**src/rtl/ucie_ig_pattern_buf.sv**
```systemverilog
// Ingress pattern buffer: stores CSR-written words in a flop array and
// replays a start..stop window as a valid/ready stream, once or looped.
//
// state | meaning
// IDLE  | no replay since reset/clr, o_tx_valid low
// RUN   | replaying window, o_tx_valid high unless held
// DONE  | requested passes finished, rptr parked on stop entry
module ucie_ig_pattern_buf #(
    parameter int DWIDTH = 32,
    parameter int DEPTH  = 32,
    parameter int PWIDTH = 5,
    parameter int LWIDTH = 4
) (
    input  logic              i_clk,
    input  logic              i_rst_n,
    input  logic              i_wdata_clr,
    input  logic              i_wdata_en,
    input  logic              i_wdata_upd,
    input  logic [DWIDTH-1:0] i_wdata,
    input  logic              i_wdata_hold,
    input  logic              i_load_ptr,
    input  logic [PWIDTH-1:0] i_start_ptr,
    input  logic [PWIDTH-1:0] i_stop_ptr,
    input  logic              i_loop_mode,
    input  logic [LWIDTH-1:0] i_num_loops,
    output logic [DWIDTH-1:0] o_tx_data,
    output logic              o_tx_valid,
    input  logic              i_tx_ready,
    output logic              o_empty,
    output logic              o_full,
    output logic              o_write_done,
    output logic              o_overflow
);

    localparam logic [PWIDTH:0] DEPTH_C = (PWIDTH+1)'(DEPTH);

    typedef enum logic [1:0] {IDLE, RUN, DONE} state_t;

    logic [DWIDTH-1:0] mem [DEPTH];
    logic [PWIDTH-1:0] wptr;
    logic [PWIDTH:0]   count;
    logic [PWIDTH-1:0] rptr, rptr_nx;
    logic [LWIDTH-1:0] loop_cnt, loop_cnt_nx;
    logic [LWIDTH:0]   loop_inc;
    state_t            state, state_nx;
    logic              upd_q, load_q, wr_pend;
    logic              upd_rise, load_rise, xfer;

    assign upd_rise   = i_wdata_upd & ~upd_q;
    assign load_rise  = i_load_ptr & ~load_q;
    assign o_tx_valid = (state == RUN) && !i_wdata_hold;
    assign xfer       = o_tx_valid && i_tx_ready;
    assign o_tx_data  = mem[rptr];
    assign o_empty    = (count == '0);
    assign o_full     = (count == DEPTH_C);
    assign loop_inc   = {1'b0, loop_cnt} + {{LWIDTH{1'b0}}, 1'b1};

    // Edge detectors keep sampling through clr so a held level cannot retrigger.
    always_ff @(posedge i_clk or negedge i_rst_n) begin
        if (!i_rst_n) begin
            upd_q  <= 1'b0;
            load_q <= 1'b0;
        end else begin
            upd_q  <= i_wdata_upd;
            load_q <= i_load_ptr;
        end
    end

    // Write side: store on enabled update edge, flag overflow when full.
    always_ff @(posedge i_clk or negedge i_rst_n) begin
        if (!i_rst_n) begin
            for (int i = 0; i < DEPTH; i++) mem[i] <= '0;
            wptr         <= '0;
            count        <= '0;
            o_overflow   <= 1'b0;
            o_write_done <= 1'b0;
            wr_pend      <= 1'b0;
        end else if (i_wdata_clr) begin
            wptr         <= '0;
            count        <= '0;
            o_overflow   <= 1'b0;
            o_write_done <= 1'b0;
            wr_pend      <= 1'b0;
        end else if (upd_rise && i_wdata_en) begin
            o_write_done <= 1'b0;
            wr_pend      <= 1'b1;
            if (count < DEPTH_C) begin
                mem[wptr] <= i_wdata;
                wptr      <= wptr + PWIDTH'(1);
                count     <= count + (PWIDTH+1)'(1);
            end else begin
                o_overflow <= 1'b1;
            end
        end else if (wr_pend) begin
            o_write_done <= 1'b1;
            wr_pend      <= 1'b0;
        end
    end

    // Replay state, read pointer and pass counter registers.
    always_ff @(posedge i_clk or negedge i_rst_n) begin
        if (!i_rst_n) begin
            state    <= IDLE;
            rptr     <= '0;
            loop_cnt <= '0;
        end else if (i_wdata_clr) begin
            state    <= IDLE;
            rptr     <= '0;
            loop_cnt <= '0;
        end else begin
            state    <= state_nx;
            rptr     <= rptr_nx;
            loop_cnt <= loop_cnt_nx;
        end
    end

    // Next replay state: a load edge restarts ahead of any same-cycle transfer.
    always_comb begin
        state_nx    = state;
        rptr_nx     = rptr;
        loop_cnt_nx = loop_cnt;
        if (load_rise) begin
            state_nx    = RUN;
            rptr_nx     = i_start_ptr;
            loop_cnt_nx = '0;
        end else if (xfer) begin
            if (rptr != i_stop_ptr) begin
                rptr_nx = rptr + PWIDTH'(1);
            end else if (i_loop_mode && (i_num_loops == '0)) begin
                rptr_nx = i_start_ptr;
            end else if (i_loop_mode && (loop_inc < {1'b0, i_num_loops})) begin
                rptr_nx     = i_start_ptr;
                loop_cnt_nx = loop_inc[LWIDTH-1:0];
            end else begin
                state_nx = DONE;
            end
        end
    end

endmodule

```
**config.mk**
```make
export PLATFORM = sky130hd
export DESIGN_NAME = ucie_ig_pattern_buf
export DESIGN_NICKNAME = d
export VERILOG_FILES = /design/src/rtl/ucie_ig_pattern_buf.sv
export SDC_FILE = /design/constraint.sdc
export NUM_CORES = 1
export LEC_CHECK = 0
export ABC_CLOCK_PERIOD_IN_PS = 2900
export CAP_MARGIN = 40
export CORE_ASPECT_RATIO = 1.75
export CORE_UTILIZATION = 63
export DETAILED_ROUTE_END_ITERATION = 10
export PLACE_DENSITY_LB_ADDON = 0.1
export REMOVE_ABC_BUFFERS = 1
export SETUP_SLACK_MARGIN = 0.1
export SLEW_MARGIN = 5
export SYNTH_ARGS = -nofsm -noshare
export SYNTH_HDL_FRONTEND = slang
export SYNTH_SLANG_ARGS = --single-unit
```
**constraint.sdc**
```tcl
create_clock -name i_clk -period 2.9 [get_ports i_clk]
set_input_delay 0.435 -clock i_clk [delete_from_list [all_inputs] [get_ports i_clk]]
set_output_delay 0.435 -clock i_clk [all_outputs]
set_load 0.01 [all_outputs]
```
==> After elaboration in Yosys (flattened, before gate mapping) <==
Cells that the tools add are included.
{ "classes": {"add_sub_neg": 4, "n_lt_le_gt_ge": 5, "eq_ne": 7, "muxes": 38, "bitwise": 7, "n_reduce_logical": 21} }
{ "ops": {"columns": ["op", "n"], "rows": [
  ["$bwmux W1024", 1],
  ["$bmux W32 S5", 1],
  ["$demux W32 S5", 1],
  ["$mux W32", 3],
  ["$mux W5", 9],
  ["$mux W4", 6],
  ["$mux W6", 3],
  ["$ge A6 B6 Y1 const B", 2],
  ["$mux W2", 6],
  ["$not A5 Y6", 2],
  ["$add A5 B1 Y5 const B", 2],
  ["$ne A3 B3 Y1 const B", 3],
  ["$reduce_bool A3 Y1", 3],
  ["$mux W1", 8],
  ["$reduce_and A4 Y1", 2],
  ["$add A6 B1 Y6 const B", 1],
  ["$eq A6 B6 Y1 const B", 1],
  ["$logic_and A1 B1 Y1", 6],
  ["$logic_not A6 Y1", 1],
  ["$lt A6 B1 Y1 const B", 1],
  ["$lt A6 B6 Y1 const B", 1],
  ["$reduce_and A2 Y1", 3],
  ["$add A4 B1 Y5 const B", 1],
  ["$lt A5 B4 Y1", 1],
  ["other kinds (10)", 14]
]} }
{ "word_totals": {"register_bits": 1051, "inputBits": 55, "wordCells": 124} }

==> Longest topological paths before layout <==
Gate-level depths: netlist (run 1).
{ "logic_depth": {"ltp_word": 9, "mapped_depth": 8} }

==> Worst setup path after synthesis (run 1) <==
OpenSTA, ideal clock, no wires.
{ "synth_timing": {"path_type": "reg2out", "start": "register rptr[1]", "end": "output o_tx_data[10]", "arrival_time_ns": 2.048, "required_ns": 2.465, "path_slack_ns": 0.417, "path_stages_with_launch": 8, "cell_sequence": "dfrtp_1 buf_2 clkbuf_1 clkbuf_1 mux4_2 mux4_2 nand2_1 nand2_1"} }
{ "synth_between": {"elab_chain_len": 4} }
{ "synth_lines": {"columns": ["item", "line_no", "rtl"], "rows": [
  ["from (decl)", "42", "logic [PWIDTH-1:0] rptr, rptr_nx;"],
  ["from (signal assigned)", "112", "rptr <= rptr_nx;"],
  ["$not A5 Y6 (not written as such)", "53", "assign o_tx_data = mem[rptr];"],
  ["$bmux W32 S5", "53", null],
  ["$mux W32 (not written as such) (2 in series)", "53", null],
  ["to (decl)", "26", "output logic [DWIDTH-1:0] o_tx_data,"]
]} }
Every way passes these cells. The select of a mux whose other input is x is not followed.

==> Worst setup path in the final report (run 1) <==
{ "layout_timing": {"start": "register rptr[0]", "end": "output o_tx_data[28]"} }
Same word-level chain as after synthesis.

==> results of run 1 <==
## path summary, 6_finish.rpt
kind / startpoint / endpoint / slack [ns] / cells after the start
worst max register to register: loop_cnt[0] / loop_cnt[3] / 0.36 / 7
min in group asynchronous: i_rst_n / mem[234] / 0.31 / 2
worst min register to register: mem[790] / mem[790] / 0.48 / 1
worst max-delay path: rptr[0] / o_tx_data[28] / -0.62 / 10
max in group asynchronous: i_rst_n / rptr[0] / 1.53 / 4
worst min-delay path: i_load_ptr / load_q / 0.23 / 1
## registers in the layout, summed over array words and instances, names as in the netlist
signal / cells
count: 6
load_q: 1
loop_cnt: 4
mem: 1024
o_overflow: 1
o_write_done: 1
rptr: 5
state: 2
upd_q: 1
wptr: 5
wr_pend: 1
## cell families after synthesis
| group | count (synthesis) | synth area share (%) |
|---|---|---|
| AOI/OAI and AO/OA | 31 | 0.4770 |
| xor gates and xnor gates | 15 | 0.2737 |
| adders and majority gates | 11 | 0.2867 |
| buffers and inverters | 302 | 3.136 |
| DFF | 1051 | 54.79 |
| muxes | 1350 | 39.17 |
| and+or+nand+nor | 193 | 1.866 |
## power by group through the flow
stage | Sequential [mW] | Clock [mW] | Combinational (mW)
4_1_cts | 15.0 | 13.0 | 4.60
6_report | 15.0 | 12.8 | 4.64
3_3_place_gp | 15.3 | 0 | 3.79
5_1_grt | 15.0 | 13.6 | 4.91
2_1_floorplan | 15.7 | 0 | 1.60
3_5_place_dp | 15.3 | 0 | 3.85
## final cells by class
type,count,area share [%]
Timing Repair Buffer,325,7.947
Inverter,13,0.08760
Sequential cell,1051,47.24
Clock inverter,36,0.6851
Tap cell,1012,2.273
Clock buffer,137,5.002
Multi-Input combinational cell,1600,36.76
## per-layer routing
metal  part of all wire [%]  vias up  track usage (%)
met5                      0        -                0
met4                    4.0        0            13.64
met3                    5.5      272            4.720
met2                     52      855            57.67
met1                     39    14920            45.23
li1                       -    11170                -
## what timing repair did
action                                  in CTS  in global routing
pin swaps                                   37                 18
endpoints found under the hold margin       29                  0
endpoints found under the setup margin      33                 33
buffers inserted                            40                  3
gates resized for setup                    260                 36
hold buffers                                 1                  0
gates cloned                                16                  2
## Yosys cell counts (4+ instances only)
master / instances
dfrtp_1: 1051
mux2_1: 856
mux4_2: 320
mux2_2: 169
clkbuf_1: 139
nand2_1: 125
buf_2: 96
buf_6: 24
buf_4: 19
nor2_1: 18
inv_1: 12
buf_1: 11
ha_1: 11
xnor2_1: 8
a21oi_1: 7
xor2_1: 7
nand3_1: 6
nor2b_1: 6
mux2i_1: 5
nand2b_1: 5
o2bb2ai_1: 5
and3_1: 4
nand4_1: 4
nor3_1: 4
## per-stage QoR
stage	std cells	utilization (%)	area, µm²
2_1_floorplan	2664	-	46540
3_3_place_gp	3938	68.02	51160
3_5_place_dp	3942	68.10	51220
4_1_cts	4169	73.82	55520
5_1_grt	4174	74.06	55700
6_report	4174	74.06	55700
==> run_results.csv, run 1 <==
group,metric,value,unit
floorplanning,num_rows,133,
routing,wirelength,125.1,mm
cts,cts_sinks,1051,
final_layout,area.sequential,26320,µm²
logic_synthesis,synth_top_area_share,54.79,%
sta,fin_ws,-0.6192,ns
run,cap_violations,0,
final_layout,drive_above_1_share,31.91,%
final_layout,nets,3150,
cts,cts_buffers,93,
logic_synthesis,synth_cell_types,51,
global_route,grt_max_degree,106,
power,p_int,24.45,mW
logic_synthesis,syn_inst,2953,
routing,drtIter0Drc,1824,
routing,via_count,27220,
global_route,grt_overflow,0,
global_route,antenna_found_initial,0,
sta,fin_tns_setup,-16.95,ns
power,max-vdd-ir-drop,0.6022,mV
floorplanning,die_w,210.7,µm
sta,max_clock_freq,284.2,MHz
power,comb_power_share,14.3,%
setup_path,timing.critical_path.buf_inv,6,
sta,rsz0062_at_grt,"true",
setup_path,crit_family,"multiplexers",
logic_synthesis,yosysTopAreaCell,"dfrtp_1",
power,powerDensity,583.5,nW/µm²
floorplanning,die_area,77340,µm²
logic_synthesis,async_reset_ff_share,100.0,%
power,p_switching,8.054,mW
global_route,grt_pass1_wl,193.2,mm
logic_synthesis,synth_edf_count,0,
cts,tritoncts,"built",
placed_design,io_buffer_count,91,
setup_path,crit_path_start_kind,"register",
setup_path,cpMostUsedCell,"buf_12",
floorplanning,core_area,75220,µm²
setup_path,path_max_fanout,7,
final_layout,area_growth_syn_to_layout,16.05,%
final_layout,multi_input_area,20480,µm²
sta,finalMaxSlewViolations,0,
placed_design,place_ws,-0.1582,ns
cts,clk_pin_slew,0.06,ns
cts,clock_latency,0.70,ns
worst_hold_path,hp-class,"in2reg",
sta,hold_viol,0,
power,seq_power_share,46.2,%
logic_synthesis,synth_warnings,0,
final_layout,diodes,0,
final_layout,nFillCells,4631,
routing,drc,0,
setup_path,critical_path.cell_chain,"buf_12, buf_12, buf_12, buf_16, buf_12, mux4_2, mux4_2, nand2_2, nand2_4, buf_6",
setup_path,worstPathRequired,2.47,ns
routing,vias_per_cell,6.521,
global_route,grt_pass1_vias,30290,
sta,timing.hold.ws,0.2310,ns
cts,h-tree-depth,3,
sta,fin_crit_sh,121.4,%
outcome,violations,"setup timing",
logic_synthesis,ys_top_cells_by_area,"dfrtp_1 (55%), mux2_1 (20%), mux4_2 (15%)",
placed_design,place_congestion,0.7940,
sta,fin_crit,3.519,ns
final_layout,layout_common_cells,"dfrtp_1 (1,046), mux2_1 (856), mux4_2 (320)",
logic_synthesis,ys_seq_area_share,54.79,%
floorplanning,floorplan.initialDensity,63.81,%
outcome,status,"complete, but fails checks",
routing,first_pass_iters,5,
sta,worstMarginPinSlew,0.9894,ns
logic_synthesis,ys_ff_latch,1051,
final_layout,final_common_cell,"dfrtp_1",
setup_path,cpPeakStageDelay,0.50,ns
setup_path,setup.worst_path.class,"reg2out",
sta,slew_headroom,33.83,%
setup_path,cp_slowest_cell,"mux4_2",
sta,setup_viol,32,
routing,wire_per_inst,29.97,µm
logic_synthesis,avgSynthCellArea,16.25,µm²
floorplanning,die_y,367.1,µm
sta,fin_skew,0.01673,ns
power,power,32.50,mW
floorplanning,ios,92,
placed_design,place_hpwl,73.35,mm
power,p_leak,27.68,nW
global_route,grt_usage,34.25,%
setup_path,worstPathArrival,3.08,ns
cts,cts_buffer_depth,3,
power,pwr-share-clk,39.5,%
setup_path,crit_path_end_kind,"primary output",
cts,root_buffer,"clkbuf_16",
logic_synthesis,synth_ff_type,"dfrtp_1",
routing,antenna_left,0,
logic_synthesis,synth.cell_area,48000,µm²
power,sw_frac_of_total,24.78,%
No activity file was read; power rests on OpenSTA's default activity.
==> run 2: changes to the inputs <==
Settings changed: CTS_CLUSTER_DIAMETER from default to 100.
==> results of run 2 <==
Same layout as run 1: the final DEF is identical, and so are final timing and power.
